## src/rtl/pll_seq_pkg.sv

```systemverilog
// Shared types and helpers for the PLL reset sequencer.
package pll_seq_pkg;

   localparam int unsigned LOST_CNT_W  = 8;
   localparam int unsigned SEQ_STATE_W = 3;

   // seq_state encoding, also driven onto the debug/LED output
   typedef enum logic [SEQ_STATE_W-1:0] {
      ST_WAIT_LOCK = 3'd0,
      ST_STAGGER   = 3'd1,
      ST_RUN       = 3'd2,
      ST_LOST      = 3'd3
   } seq_state_e;

   // Bits needed to hold 0..n-1; never less than 1 so every counter exists
   function automatic int unsigned clog2(input int unsigned n);
      int unsigned w;
      w = 1;
      while ((32'd1 << w) < n) begin
         w = w + 1;
      end
      return w;
   endfunction

endpackage

```

## src/rtl/sync_2ff.sv

```systemverilog
// Two-flop synchronizer for a single asynchronous level, cleared to 0 in reset.
module sync_2ff (
   input  logic clk,
   input  logic rst_n,
   input  logic d_i,
   output logic q_o
);

   logic meta_q;
   logic sync_q;

   // Metastability stage followed by the stable output stage
   always_ff @(posedge clk) begin
      if (!rst_n) begin
         meta_q <= 1'b0;
         sync_q <= 1'b0;
      end else begin
         meta_q <= d_i;
         sync_q <= meta_q;
      end
   end

   assign q_o = sync_q;

endmodule

```

## src/rtl/pll_reset_sequencer.sv

```systemverilog
// PLL lock qualification and staggered per-core reset/enable release.
// Optional core watchdog is built when PLL_SEQ_WATCHDOG_EN is defined.
module pll_reset_sequencer
   import pll_seq_pkg::*;
#(
   parameter int unsigned NUM_CORES          = 4,
   parameter int unsigned LOCK_STABLE_CYCLES = 1024,
   parameter int unsigned STAGGER_CYCLES     = 64,
   parameter int unsigned LOSS_FILTER        = 3
`ifdef PLL_SEQ_WATCHDOG_EN
   ,
   parameter int unsigned WDT_CYCLES         = 32'd1 << 20
`endif
) (
   input  logic                   clk,
   input  logic                   rst_n,
   input  logic                   pll_locked,
   input  logic                   soft_restart,
`ifdef PLL_SEQ_WATCHDOG_EN
   input  logic                   core_heartbeat,
   output logic [LOST_CNT_W-1:0]  wdt_trip_count,
`endif
   output logic [NUM_CORES-1:0]   core_rst_n,
   output logic [NUM_CORES-1:0]   core_en,
   output logic                   ready,
   output logic [LOST_CNT_W-1:0]  lock_lost_count,
   output logic [SEQ_STATE_W-1:0] seq_state
);

   localparam int unsigned STABLE_W = clog2(LOCK_STABLE_CYCLES);
   localparam int unsigned STG_W    = clog2(STAGGER_CYCLES);
   localparam int unsigned LOSS_W   = clog2(LOSS_FILTER);
   localparam int unsigned IDX_W    = clog2(NUM_CORES);

   logic                  locked_s;
   seq_state_e            state_q, state_d;
   logic [STABLE_W-1:0]   stable_q, stable_d;
   logic [STG_W-1:0]      stg_q, stg_d;
   logic [IDX_W-1:0]      idx_q, idx_d;
   logic [LOSS_W-1:0]     loss_q, loss_d;
   logic [NUM_CORES-1:0]  core_rst_n_q, core_rst_n_d;
   logic [NUM_CORES-1:0]  core_en_q, core_en_d;
   logic                  ready_q, ready_d;
   logic [LOST_CNT_W-1:0] lost_cnt_q, lost_cnt_d;

   logic active;
   logic loss_hit;
   logic restart_req;
   logic abort;
   logic stable_done;
   logic stagger_wrap;
   logic last_core;
   logic stagger_done;

   sync_2ff u_sync_locked (
      .clk   (clk),
      .rst_n (rst_n),
      .d_i   (pll_locked),
      .q_o   (locked_s)
   );

   assign active       = (state_q == ST_STAGGER) || (state_q == ST_RUN);
   assign loss_hit     = active && !locked_s && (loss_q == LOSS_W'(LOSS_FILTER - 1));
   assign abort        = active && (loss_hit || restart_req);
   assign stable_done  = (state_q == ST_WAIT_LOCK) && locked_s && !soft_restart &&
                         (stable_q == STABLE_W'(LOCK_STABLE_CYCLES - 1));
   assign stagger_wrap = (stg_q == STG_W'(STAGGER_CYCLES - 1));
   assign last_core    = (idx_q == IDX_W'(NUM_CORES - 1));
   // Last core's enable rose on the previous edge once its stagger count reads 1
   assign stagger_done = (state_q == ST_STAGGER) && last_core && (stg_q == STG_W'(1));

`ifdef PLL_SEQ_WATCHDOG_EN
   localparam int unsigned WDT_W = clog2(WDT_CYCLES);

   logic [WDT_W-1:0]      wdt_q, wdt_d;
   logic [LOST_CNT_W-1:0] wdt_trip_q, wdt_trip_d;
   logic                  wdt_trip;

   assign wdt_trip    = (state_q == ST_RUN) && !core_heartbeat &&
                        (wdt_q == WDT_W'(WDT_CYCLES - 1));
   assign restart_req = soft_restart || wdt_trip;

   // Heartbeat watchdog: counts silent RUN cycles, trips into the restart path
   always_comb begin
      wdt_d      = '0;
      wdt_trip_d = wdt_trip_q;
      if ((state_q == ST_RUN) && !core_heartbeat && !wdt_trip) begin
         wdt_d = wdt_q + WDT_W'(1);
      end
      if (wdt_trip && (wdt_trip_q != '1)) begin
         wdt_trip_d = wdt_trip_q + LOST_CNT_W'(1);
      end
   end

   // Watchdog registers
   always_ff @(posedge clk) begin
      if (!rst_n) begin
         wdt_q      <= '0;
         wdt_trip_q <= '0;
      end else begin
         wdt_q      <= wdt_d;
         wdt_trip_q <= wdt_trip_d;
      end
   end

   assign wdt_trip_count = wdt_trip_q;
`else
   assign restart_req = soft_restart;
`endif

   // State register
   always_ff @(posedge clk) begin
      if (!rst_n) begin
         state_q <= ST_WAIT_LOCK;
      end else begin
         state_q <= state_d;
      end
   end

   // Next-state logic
   always_comb begin
      state_d = state_q;
      case (state_q)
         ST_WAIT_LOCK: if (stable_done) state_d = ST_STAGGER;
         ST_STAGGER: begin
            if (abort) begin
               state_d = ST_LOST;
            end else if (stagger_done) begin
               state_d = ST_RUN;
            end
         end
         ST_RUN:  if (abort) state_d = ST_LOST;
         default: state_d = ST_WAIT_LOCK;
      endcase
   end

   // Output and counter next values; every abort path lands with cores held in reset
   always_comb begin
      stable_d     = stable_q;
      stg_d        = stg_q;
      idx_d        = idx_q;
      loss_d       = loss_q;
      core_rst_n_d = core_rst_n_q;
      core_en_d    = core_en_q;
      ready_d      = ready_q;
      lost_cnt_d   = lost_cnt_q;

      if (loss_hit && (lost_cnt_q != '1)) begin
         lost_cnt_d = lost_cnt_q + LOST_CNT_W'(1);
      end

      case (state_q)
         ST_WAIT_LOCK: begin
            core_rst_n_d = '0;
            core_en_d    = '0;
            ready_d      = 1'b0;
            loss_d       = '0;
            stg_d        = '0;
            idx_d        = '0;
            if (!locked_s || soft_restart) begin
               stable_d = '0;
            end else if (stable_done) begin
               stable_d     = '0;
               core_rst_n_d = NUM_CORES'(1);
            end else begin
               stable_d = stable_q + STABLE_W'(1);
            end
         end
         ST_STAGGER, ST_RUN: begin
            if (abort) begin
               core_rst_n_d = '0;
               core_en_d    = '0;
               ready_d      = 1'b0;
               stable_d     = '0;
               stg_d        = '0;
               idx_d        = '0;
               loss_d       = '0;
            end else begin
               if (locked_s) begin
                  loss_d = '0;
               end else begin
                  loss_d = loss_q + LOSS_W'(1);
               end
               if (state_q == ST_STAGGER) begin
                  // Enables trail their reset release by one cycle
                  core_en_d = core_rst_n_q;
                  if (stagger_wrap) begin
                     stg_d = '0;
                     if (!last_core) begin
                        idx_d        = idx_q + IDX_W'(1);
                        core_rst_n_d = (core_rst_n_q << 1) | NUM_CORES'(1);
                     end
                  end else begin
                     stg_d = stg_q + STG_W'(1);
                  end
               end else begin
                  ready_d = 1'b1;
               end
            end
         end
         default: begin
            core_rst_n_d = '0;
            core_en_d    = '0;
            ready_d      = 1'b0;
            stable_d     = '0;
            stg_d        = '0;
            idx_d        = '0;
            loss_d       = '0;
         end
      endcase
   end

   // Datapath and output registers
   always_ff @(posedge clk) begin
      if (!rst_n) begin
         stable_q     <= '0;
         stg_q        <= '0;
         idx_q        <= '0;
         loss_q       <= '0;
         core_rst_n_q <= '0;
         core_en_q    <= '0;
         ready_q      <= 1'b0;
         lost_cnt_q   <= '0;
      end else begin
         stable_q     <= stable_d;
         stg_q        <= stg_d;
         idx_q        <= idx_d;
         loss_q       <= loss_d;
         core_rst_n_q <= core_rst_n_d;
         core_en_q    <= core_en_d;
         ready_q      <= ready_d;
         lost_cnt_q   <= lost_cnt_d;
      end
   end

   assign core_rst_n      = core_rst_n_q;
   assign core_en         = core_en_q;
   assign ready           = ready_q;
   assign lock_lost_count = lost_cnt_q;
   assign seq_state       = state_q;

endmodule
```

## config.mk

```make
export PLATFORM = sky130hd
export DESIGN_NAME = pll_reset_sequencer
export DESIGN_NICKNAME = d
export VERILOG_FILES = /design/src/rtl/pll_seq_pkg.sv /design/src/rtl/sync_2ff.sv /design/src/rtl/pll_reset_sequencer.sv
export SDC_FILE = /design/constraint.sdc
export NUM_CORES = 1
export LEC_CHECK = 0
export ABC_AREA = 0
export BUFFER_PORTS_ARGS = -buffer_cell sky130_fd_sc_hd__buf_4
export CAP_MARGIN = 40
export CELL_PAD_IN_SITES_DETAIL_PLACEMENT = 1
export CELL_PAD_IN_SITES_GLOBAL_PLACEMENT = 1
export CORE_UTILIZATION = 47
export DETAILED_ROUTE_END_ITERATION = 8
export PLACE_DENSITY = 0.94
export SYNTH_ARGS = -nofsm -noshare
export SYNTH_HDL_FRONTEND = slang
export SYNTH_SLANG_ARGS = --single-unit
```

## constraint.sdc

```tcl
create_clock -name clk -period 3.7 [get_ports clk]
set_clock_uncertainty 0.05 [all_clocks]
set_input_delay 0.37 -clock clk [delete_from_list [all_inputs] [get_ports clk]]
set_output_delay 0.37 -clock clk [all_outputs]
set_load 0.02 [all_outputs]
```

== After elaboration in Yosys (flattened, before gate mapping) ==
Index checks and enable logic that the tools add are counted.
Word-level totals
  flip-flop bits (word level): 42
  output and inout port bits: 20
Cells by class
  add/subtract/negate cells: 5
  equal/unequal tests: 15
  mux-type cells: 17
  bitwise gates (word level): 3
  reductions and logical operators: 21
Operator list (count)
  $mux W10: 3
  $pmux W10 S2: 1
  $mux W4: 4
  $mux W3: 4
  $ne A3 B3 Y1 const B: 4
  $add A10 B1 Y10 const B: 1
  $eq A10 B10 Y1 const B: 1
  $logic_and A1 B1 Y1: 9
  $pmux W3 S3: 1
  $reduce_and A3 Y1: 3
  $add A8 B1 Y8 const B: 1
  $ne A8 B8 Y1 const B: 1
  $pmux W4 S2: 1
  $add A6 B1 Y6 const B: 1
  $eq A6 B1 Y1 const B: 1
  $eq A6 B6 Y1 const B: 1
  $mux W6: 1
  $ne A2 B2 Y1 const B: 3
  $add A2 B1 Y2 const B: 2
  $eq A2 B2 Y1 const B: 2
  $reduce_or A4 Y1: 1
  $eq A3 B1 Y1 const B: 1
  $eq A3 B2 Y1 const B: 1
  $logic_not A3 Y1: 1
  6 further kinds: 12

== Longest topological paths before layout ==
Gate-level depths: netlist of run 1.
  depth in word-level cells: 8
  gate-level depth with buffers: 8
  depth with buffers taken out: 6

== Modules after synthesis ==
Synthesis of run 1 repeated with hierarchy kept, for this count alone.
Unflattened totals
  cell total of the unflattened synthesis: 229
  area, all modules: 2053.2 um2
By module, submodules not included
  pll_reset_sequencer: times used 1, cells an instance 225, area an instance 2000.7 um2, seq. area each 780.7 um2
  sync_2ff: times used 1, cells an instance 4, area an instance 52.6 um2, seq. area each 40.0 um2

== Worst setup path after synthesis of run 1 ==
Ideal clock, no wire load.
  path type: reg-to-reg
  start point: register state_q[0] (netlist: seq_state[0])
  end point: register stable_q[5]
  setup time: 0.074 ns
  arrival: 1.912 ns
  required time: 3.576 ns
  slack: 1.663 ns
  stages on the path, launching flop included: 8
  period minus slack after synthesis: 2.037 ns
  cells stage by stage: dfxtp_1 -> inv_1 -> ha_1 -> buf_6 -> and4bb_2 -> o31a_2 -> or3b_1 -> a31oi_1
On the way
  cells in the longest elaborated chain, start to end: 7
RTL lines
  from (decl): RTL line pll_reset_sequencer.sv:36  | seq_state_e state_q, state_d;
  from (signal assigned): RTL line pll_reset_sequencer.sv:116  | state_q <= state_d;
  $logic_not A3 Y1, or another cell as far along: RTL line pll_reset_sequencer.sv:65, pll_reset_sequencer.sv:152
  $logic_and A1 B1 Y1 or $logic_or A1 B1 Y1 (tied branches): RTL line pll_reset_sequencer.sv:65, pll_reset_sequencer.sv:62
  $logic_and A1 B1 Y1 (on tied branches) (2 in series): RTL line pll_reset_sequencer.sv:65, pll_reset_sequencer.sv:63
  $mux W10 or $logic_or A1 B1 Y1 (tied branches): RTL line pll_reset_sequencer.sv:162, pll_reset_sequencer.sv:64
  $mux W10 or $logic_and A1 B1 Y1 (tied branches): RTL line pll_reset_sequencer.sv:160, pll_reset_sequencer.sv:64
  $pmux W10 S2 or $ne A2 B2 Y1 (tied branches)
  to (signal assigned): RTL line pll_reset_sequencer.sv:225  | stable_q <= stable_d;
  to (decl): RTL line pll_reset_sequencer.sv:37  | logic [STABLE_W-1:0] stable_q, stable_d;
Several ways; a longest one is shown, not always the timed one.
A chain may end at the register's enable or synchronous reset.

== Final worst setup path of run 1 ==
  start point: register state_q[1] (netlist: seq_state[1])
  end point: register stg_q[1]
On the way
  cells in the longest elaborated chain, start to end: 7
RTL lines
  $eq A3 B1 Y1 or $eq A3 B2 Y1 (tied branches): RTL line pll_reset_sequencer.sv:62, pll_reset_sequencer.sv:152, pll_reset_sequencer.sv:184
  $logic_or A1 B1 Y1: RTL line pll_reset_sequencer.sv:62  | assign active = (state_q == ST_STAGGER) || (state_q == ST_RUN);
  $logic_and A1 B1 Y1 (2 in series): RTL line pll_reset_sequencer.sv:63  | assign loss_hit = active && !locked_s && (loss_q == LOSS_W'(LOSS_FILTER - 1));
  $logic_or A1 B1 Y1: RTL line pll_reset_sequencer.sv:64  | assign abort = active && (loss_hit || restart_req);
  $logic_and A1 B1 Y1: RTL line pll_reset_sequencer.sv:64
  $reduce_or A3 Y1 (no line)
  to (signal assigned): RTL line pll_reset_sequencer.sv:226  | stg_q <= stg_d;
  to (decl): RTL line pll_reset_sequencer.sv:38  | logic [STG_W-1:0] stg_q, stg_d;
Several ways; a longest one is shown, not always the timed one.

==> flow_metrics.tcl, run 1 <==
set metrics [dict create \
    synth_top_area_cell "dfxtp_1" \
    die_w_um 67.1 \
    drive_above_1_share_pct 16.7 \
    setup-tns-final_ns 0 \
    clockBufferDepth 2 \
    grt_pass1_vias 1692 \
    avgSynthCellArea_um2 9.11 \
    path_depth 5 \
    worstPathMaxFanout 17 \
    yosys_warnings 0 \
    synth_fp_nets 233 \
    ctsRootBufferMaster "clkbuf_8" \
    netlist_instances 219 \
    final_nets 253 \
    cp.buffers_inverters 1 \
    fin_crit_ns 2.39 \
    final_area_um2 2300 \
    nFillCells 492 \
    cp_cell_sequence "inv_1 > ha_1 > nor3b_4 > nand2_2 > a211oi_1" \
    grt_pass1_wl_um 7900 \
    drtIter0Drc 95 \
    slew_headroom_pct 57.4 \
    finalHoldViolCount 0 \
    final_cell_mix "dfxtp_1, nor2_1, buf_4, nand2_1, nand3_1" \
    synth.area.top_cells "dfxtp_1, ha_1, nor2_1" \
    antenna_found_initial 0 \
    tightest_slew_ns 0.634 \
    instances_no_fill 290 \
    fmax_mhz 418 \
    worstHoldPathCells 2 \
    vias 1739 \
    synth_cell_types 55 \
    drc 0 \
    area_delta_synth_final_pct 15.3 \
    startpoint_type "flip-flop" \
    fp.dieArea_um2 4510 \
    cts_buffers 5 \
    die_y_um 67.1 \
    place_inst 282 \
    final_common_cell "dfxtp_1" \
    async_reset_ff_share_pct 0 \
    critPathRequiredTime_ns 3.86 \
    reg2reg_depth 5 \
    antenna_cells 0 \
    synth_seq_cells 41 \
    synthFlopType "dfxtp_1" \
    grt_overflow 0 \
    worst_slack_ns 1.31 \
    cellPowerDensity_nw_per_um2 386 \
    grt_max_degree 18 \
    vias_per_cell 6.00 \
    synth_edf_count 0 \
    path_clk_slew_ns 0.08 \
    rsz0062_at_grt "false" \
    cp_slowest_stage_delay_ns 0.62 \
    core_area_um2 4030 \
    slew_violations 0 \
    ys_seq_area_share_pct 41.2 \
    dr.pass1.iters 4 \
    postCtsSetupRepairBufs 0 \
    arrival_ns 2.55 \
    gp_congestion 0.809 \
    initial_utilization_pct 49.5 \
    numPortBuffers 22 \
    track_usage_pct 23.1 \
    cp_top_family "simple AND/OR/NAND/NOR gates" \
    worst_hold_path_type "in -> reg" \
    num_rows 23 \
    fin_util_pct 57.1 \
    drt_wl_total_um 4860 \
    endpoint_kind "flip-flop" \
    htree_levels 2 \
    finalCritPeriodShare_pct 64.6 \
    netlist_area_um2 1990 \
    wl_per_cell_um 16.8 \
    criticalPathCategory "reg -> reg" \
    place_ws_ns 1.35 \
    status "finished clean" \
    clock_latency_ns 0.29 \
    vdd.ir_drop.worst_mv 0.173 \
    leakagePower_uw 0.000830 \
    place_area_um2 2170 \
    dp_hpwl_um 3470 \
    cp_slowest_cell "nor3b_4" \
    setup_viol 0 \
    synth_top_area_share_pct 41.2 \
    timing.max_cap.violations 0 \
    ant_nets 0 \
    holdBufCountCts 0 \
    clkSinkCount 41 \
    cts_resized 0 \
    cts_tree "built" \
    pin_count 24 \
]
==> path summary, 6_finish.rpt <==
kind	from	endpoint	slack [ns]
min	pll_locked	u_sync_locked.meta_q	0.24
max	seq_state[1]	stg_q[1]	1.31
max reg2reg	seq_state[1]	stg_q[1]	1.31
min reg2reg	loss_q[0]	loss_q[0]	0.37
==> report_power, final <==
part           internal, uW  switching [uW]  leakage [uW]
clock                   268             161     0.0000681
combinational          4.86            9.73      0.000431
sequential              442            1.22      0.000331
==> cell families (layout without fill, tap and decap cells) <==
family	Yosys count	after routing	share of synthesized area (%)
simple gates	93	93	25.6
flops	41	41	41.2
compound gates	38	38	13.6
buf+inv	17	38	4.33
xor+xnor	11	11	4.83
fa+ha+maj	10	10	6.27
mux	8	8	4.02
other cells	1	1	0.188
==> final cells by class <==
type                       count  area (um2)  area share (%)
clock buffer                   5        68.8            2.99
clock inverter                 3        65.1            2.83
inverter                       8        30.0            1.31
multi-input combinational    161        1090            47.3
sequential                    41         821            35.7
tap                           50        62.6            2.72
timing repair buffer          22         165            7.18
==> synthesized netlist by cell type (2+ instances only) <==
master,number
and2_1,2
nor4_1,3
buf_2,3
nand4_1,10
o21ai_0,4
inv_1,8
nand2_1,15
o211ai_1,2
ha_1,10
a21oi_1,9
nor2_1,23
o31ai_1,2
nand2b_1,2
nand3_1,12
xnor2_1,6
dfxtp_1,41
buf_6,2
xor2_1,5
and3_1,2
a41oi_1,2
clkbuf_1,2
mux2i_1,8
a31oi_1,7
nor3_1,8
==> metrics by stage <==
stage	total power [uW]	hold slack, ns
2_1_floorplan	463	0.347
3_3_place_gp	468	0.359
3_5_place_dp	468	0.360
4_1_cts	889	0.243
5_1_grt	907	0.249
6_report	887	0.243
==> flip-flops by register name, summed over array words and instances (netlist names) <==
signal and cells:
stable_q 10, lock_lost_count 8, stg_q 6, core_en 4, core_rst_n 4, idx_q 2, loss_q 2, seq_state 2
ready 1, u_sync_locked.meta_q 1, u_sync_locked.q_o 1
==> metal layers <==
layer / GRT usage [%] / share of wire, %
met5: 0 / 0
met4: 8.24 / 1.9
met3: 5.91 / 4.2
met2: 41.8 / 51
met1: 25.7 / 43
==> worst reg2reg max path, stage by stage, from the launching register on <==
cell	delay, ns
dfxtp_1	0.41
inv_1	0.09
ha_1	0.46
nor3b_4	0.62
nand2_2	0.36
a211oi_1	0.31
(Power assumes the default switching activity.)
==> run 2: changes to the inputs <==
--- a/config.mk
+++ b/config.mk
@@ -10,9 +10,9 @@
 export CAP_MARGIN = 40
 export CELL_PAD_IN_SITES_DETAIL_PLACEMENT = 1
 export CELL_PAD_IN_SITES_GLOBAL_PLACEMENT = 1
-export CORE_UTILIZATION = 47
+export CORE_UTILIZATION = 39
 export DETAILED_ROUTE_END_ITERATION = 8
-export PLACE_DENSITY = 0.94
+export PLACE_DENSITY = 0.85
 export SYNTH_ARGS = -nofsm -noshare
 export SYNTH_HDL_FRONTEND = slang
 export SYNTH_SLANG_ARGS = --single-unit
==> constraint.sdc (replaced) <==
create_clock -name clk -period 2.15 [get_ports clk]
set_clock_uncertainty 0.05 [all_clocks]
set_input_delay 0.215 -clock clk [delete_from_list [all_inputs] [get_ports clk]]
set_output_delay 0.215 -clock clk [all_outputs]
set_load 0.02 [all_outputs]
==> run 2 against run 1 <==
Compared with the run above:
- final cell count increased by 7.2%
- die area is 20% higher
- register-to-register slack got worse by 1.2 ns
==> flow_metrics.tcl, run 2 (synthesis results as in run 1) <==
set metrics [dict create \
    die_y_um 73.5 \
    htree_levels 2 \
    final_area_um2 2310 \
    timing.max_cap.violations 0 \
    largest-register "stable_q" \
    tightest_slew_ns 0.580 \
    final_nets 257 \
    endpoint_kind "flip-flop" \
    worst_hold_path_type "in -> reg" \
    initial_utilization_pct 41.4 \
    finalCritPeriodShare_pct 95.2 \
    nFillCells 596 \
    cellPowerDensity_nw_per_um2 549 \
    largest_register_ffs 10 \
    ctsRootBufferMaster "clkbuf_8" \
    clockBufferDepth 2 \
    cp_slowest_stage_delay_ns 0.40 \
    status "finished clean" \
    drt_wl_total_um 4430 \
    power_frac_comb_pct 2.2 \
    dr.pass1.iters 4 \
    finalHoldViolCount 0 \
    leakagePower_uw 0.000831 \
    setup-tns-final_ns 0 \
    swShare_pct 20.9 \
    criticalPathCategory "reg -> reg" \
    ant_nets 0 \
    internal_power_uw 1000 \
    antenna_found_initial 0 \
    cp_slowest_cell "dfxtp_1" \
    cts_tree "built" \
    vdd.ir_drop.worst_mv 0.319 \
    p_total_uw 1270 \
    vias_per_cell 5.51 \
    top_layer_used "met4" \
    grt_overflow 0 \
    worstPathMaxFanout 6 \
    final_common_cell "dfxtp_1" \
    gp_congestion 0.755 \
    fp.dieArea_um2 5400 \
    wl_met1_um 2000 \
    setup_viol 0 \
    final_cell_mix "dfxtp_1, buf_4, nor2_1, nand2_1, nand3_1" \
    fin_crit_ns 2.05 \
    grt_pass1_vias 1702 \
    cts_buffers 5 \
    switchingPower_uw 265 \
    clock_latency_ns 0.29 \
    dp_hpwl_um 3210 \
    clkSinkCount 41 \
    fin_util_pct 47.9 \
    dr_wl_met3_um 153 \
    cp_cell_sequence "inv_1 > ha_1 > and4bb_2 > o31a_2 > or3b_1 > a31oi_1" \
    startpoint_type "flip-flop" \
    arrival_ns 2.21 \
    drive_above_1_share_pct 17.2 \
    place_area_um2 2220 \
    core_area_um2 4820 \
    slew_violations 0 \
    vias 1713 \
    grt_max_degree 18 \
    drtIter0Drc 86 \
    grt_pass1_wl_um 7640 \
    track_usage_pct 18.6 \
    antenna_cells 0 \
    hold-worst-slack_ns 0.0836 \
    drc 0 \
    pin_count 24 \
    numPortBuffers 22 \
    p_clk_share_pct 37.6 \
    area_delta_synth_final_pct 15.7 \
    num_rows 25 \
    fmax_mhz 489 \
    slew_headroom_pct 61.0 \
    wl_met2_um 2230 \
    path_clk_slew_ns 0.07 \
    p_seq_share_pct 60.2 \
    postCtsSetupRepairBufs 0 \
    wl_per_cell_um 14.3 \
    die_w_um 73.5 \
    critPathRequiredTime_ns 2.31 \
]
-- run 2: changes by cell type in the layout (fill, tap and decap cells not counted) --
| cell | change |
|---|---|
| buf_4 | +3 |
| clkbuf_1 | +3 |
| nand2_2 | -1 |
| o311a_2 | +1 |
| clkinv_2 | -1 |
| nand2_4 | +1 |
| bufinv_16 | -2 |
| o311a_1 | -1 |
| buf_6 | +1 |
-- run 2: path summary, 6_finish.rpt --
kind	from	end	slack, ns	depth (start not counted)
min reg2reg	loss_q[0]	loss_q[0]	0.38	1
min	pll_locked	u_sync_locked.meta_q	0.08	2
max	seq_state[0]	stable_q[5]	0.10	6
max reg2reg	seq_state[0]	stable_q[5]	0.10	6
-- run 2: power by group through the flow --
stage / clock network, uW / logic [uW] / registers [uW]
after floorplan: 0 / 16.6 / 780
after global placement: 0 / 26.3 / 780
after detailed placement: 0 / 27.3 / 781
after CTS: 499 / 27.2 / 762
after global routing: 523 / 30.9 / 763
final: 476 / 27.3 / 763
-- run 2: layout make-up --
class	count	area [um2]	share of cell area [%]
Clock buffer	8	80.1	3.47
Inverter	8	30.0	1.30
Multi-Input combinational cell	161	1090	47.4
Sequential cell	41	821	35.6
Timing Repair Buffer	26	199	8.62
Tap cell	67	83.8	3.63
-- run 2: critical path, delay by kind of cell, from the launching register on --
kind,cells,cell delay [ns]
adder cells (fa/ha/maj),1,0.40
AO/OA/AOI/OAI,2,0.33
AND/OR/NAND/NOR,2,0.69
flip-flops,1,0.40
buffers and inverters,1,0.09
-- run 2: repair_timing --
| item | in CTS | in global routing |
|---|---|---|
| hold buffers | 0 | 0 |
| setup endpoints to repair | 0 | 4 |
| resized for setup | 0 | 3 |
-- run 2: through the flow --
stage | setup slack (ns) | instances
floorplan | 0.113 | 219
global placement | 0.183 | 303
detailed placement | 0.0542 | 303
CTS | 0.0262 | 311
global route | -0.00511 | 311
finish | 0.103 | 311
-- run 2: per-layer routing --
metal  global-route usage, %  up-vias
met2                    33.1       32
met3                    3.98        4
met4                    7.91        0
met1                    21.4      836
met5                       0        -
li1                        -      841
==> run 3: changes to the inputs <==
--- a/config.mk
+++ b/config.mk
@@ -10,9 +10,9 @@
 export CAP_MARGIN = 40
 export CELL_PAD_IN_SITES_DETAIL_PLACEMENT = 1
 export CELL_PAD_IN_SITES_GLOBAL_PLACEMENT = 1
-export CORE_UTILIZATION = 39
+export CORE_UTILIZATION = 47
 export DETAILED_ROUTE_END_ITERATION = 8
-export PLACE_DENSITY = 0.85
+export PLACE_DENSITY = 0.94
 export SYNTH_ARGS = -nofsm -noshare
 export SYNTH_HDL_FRONTEND = slang
 export SYNTH_SLANG_ARGS = --single-unit
==> constraint.sdc (replaced) <==
create_clock -name clk -period 2.62 [get_ports clk]
set_clock_uncertainty 0.05 [all_clocks]
set_input_delay 0.262 -clock clk [delete_from_list [all_inputs] [get_ports clk]]
set_output_delay 0.262 -clock clk [all_outputs]
set_load 0.02 [all_outputs]
==> run 3 against run 2 <==
Compared with the run above:
- setup slack better by 0.39 ns
- combinational power fell by 26%
- global-route usage up 4.4 points
- non-clock buffer count shrank 2
- clock power up 26%
- maximum frequency decreased by 3.9%
- clock-buffer cell count down 3
==> flow_metrics.tcl, run 3 (synthesis results as in run 1) <==
set metrics [dict create \
    dp_hpwl_um 3340 \
    finalCritPeriodShare_pct 81.2 \
    place_area_um2 2180 \
    cellPowerDensity_nw_per_um2 538 \
    drive_above_1_share_pct 17.4 \
    clkSinkCount 41 \
    numPortBuffers 22 \
    htree_levels 2 \
    ant_nets 0 \
    vias_per_cell 5.96 \
    largest-register "stable_q" \
    endpoint_kind "flip-flop" \
    pin_count 24 \
    clock_latency_ns 0.30 \
    die_w_um 67.1 \
    initial_utilization_pct 49.5 \
    cts_resized 0 \
    p_total_uw 1240 \
    antenna_cells 0 \
    area_delta_synth_final_pct 16.1 \
    rsz0062_at_grt "false" \
    final_area_um2 2310 \
    nFillCells 496 \
    criticalPathCategory "reg -> reg" \
    die_y_um 67.1 \
    wl_per_cell_um 15.9 \
    tightest_slew_ns 0.607 \
    largest_register_ffs 10 \
    fp.dieArea_um2 4510 \
    postCtsSetupRepairBufs 0 \
    path_clk_slew_ns 0.08 \
    vdd.ir_drop.worst_mv 0.286 \
    cts_tree "built" \
    grt_pass1_wl_um 7780 \
    seq_area_um2 821 \
    ctsRootBufferMaster "clkbuf_8" \
    leakagePower_uw 0.000841 \
    drc 0 \
    worstPathMaxFanout 11 \
    final_nets 255 \
    final_cell_mix "dfxtp_1, buf_4, nor2_1, nand2_1, nand3_1" \
    fmax_mhz 470 \
    clockBufferDepth 2 \
    drt_wl_total_um 4640 \
    fin_util_pct 57.5 \
    finalHoldViolCount 0 \
    startpoint_type "flip-flop" \
    core_area_um2 4030 \
    grt_pass1_vias 1710 \
    antenna_found_initial 0 \
    multi_input_area_um2 1090 \
    holdBufCountCts 0 \
    worst_hold_path_type "in -> reg" \
    grt_max_degree 18 \
    fin_crit_ns 2.13 \
    cts_buffers 5 \
    vias 1739 \
    setup_viol 0 \
    slew_headroom_pct 59.2 \
    track_usage_pct 23.0 \
    timing.max_cap.violations 0 \
    dr.pass1.iters 4 \
    critPathRequiredTime_ns 2.79 \
    final_common_cell "dfxtp_1" \
    num_rows 23 \
    setup-tns-final_ns 0 \
    status "finished clean" \
    hold-worst-slack_ns 0.127 \
    drtIter0Drc 71 \
    slew_violations 0 \
    gp_congestion 0.807 \
    grt_overflow 0 \
    arrival_ns 2.30 \
    r2r_setup_slack_ns 0.49 \
]
run 3: report_power, final:
group	internal [uW]	total (uW)	switching (uW)
Clock	378	598	220
Sequential	624	626	1.56
Combinational	6.88	20.3	13.4
Total	1010	1240	235
run 3: cell type report:
class                      count  share of cell area (%)
clock buffer                   5                    2.97
clock inverter                 3                    2.81
inverter                       8                    1.30
multi-input combinational    161                    47.0
sequential                    41                    35.5
tap                           50                    2.70
timing repair buffer          24                    7.78
run 3: per-layer routing:
layer	vias to the layer above	track usage [%]	part of all wire (%)
met1	859	24.9	43
met4	0	9.04	1.6
met5	-	0	0
met2	32	42.9	53
li1	841	-	-
met3	7	5.24	3.1
run 3: worst paths after layout:
| check | end | from | cells past startpoint |
|---|---|---|---|
| worst max-delay path | stable_q[7] | seq_state[0] | 6 |
| worst min-delay path | u_sync_locked.meta_q | pll_locked | 2 |
| worst max register to register | stable_q[7] | seq_state[0] | 6 |
| worst min register to register | loss_q[0] | loss_q[0] | 1 |
run 3: stage by stage:
stage                     std cells  setup WS (ns)
after floorplan                 219          0.583
after global placement          284          0.609
after detailed placement        284          0.486
after CTS                       292          0.471
after global routing            292          0.319
final                           292          0.491
run 3: worst max-delay path: stages, from the launching register on:
cell and delay [ns]:
dfxtp_1 0.42, inv_1 0.10, ha_1 0.42, and4bb_2 0.35, o311a_1 0.38, o21ai_0 0.15, a31oi_1 0.19
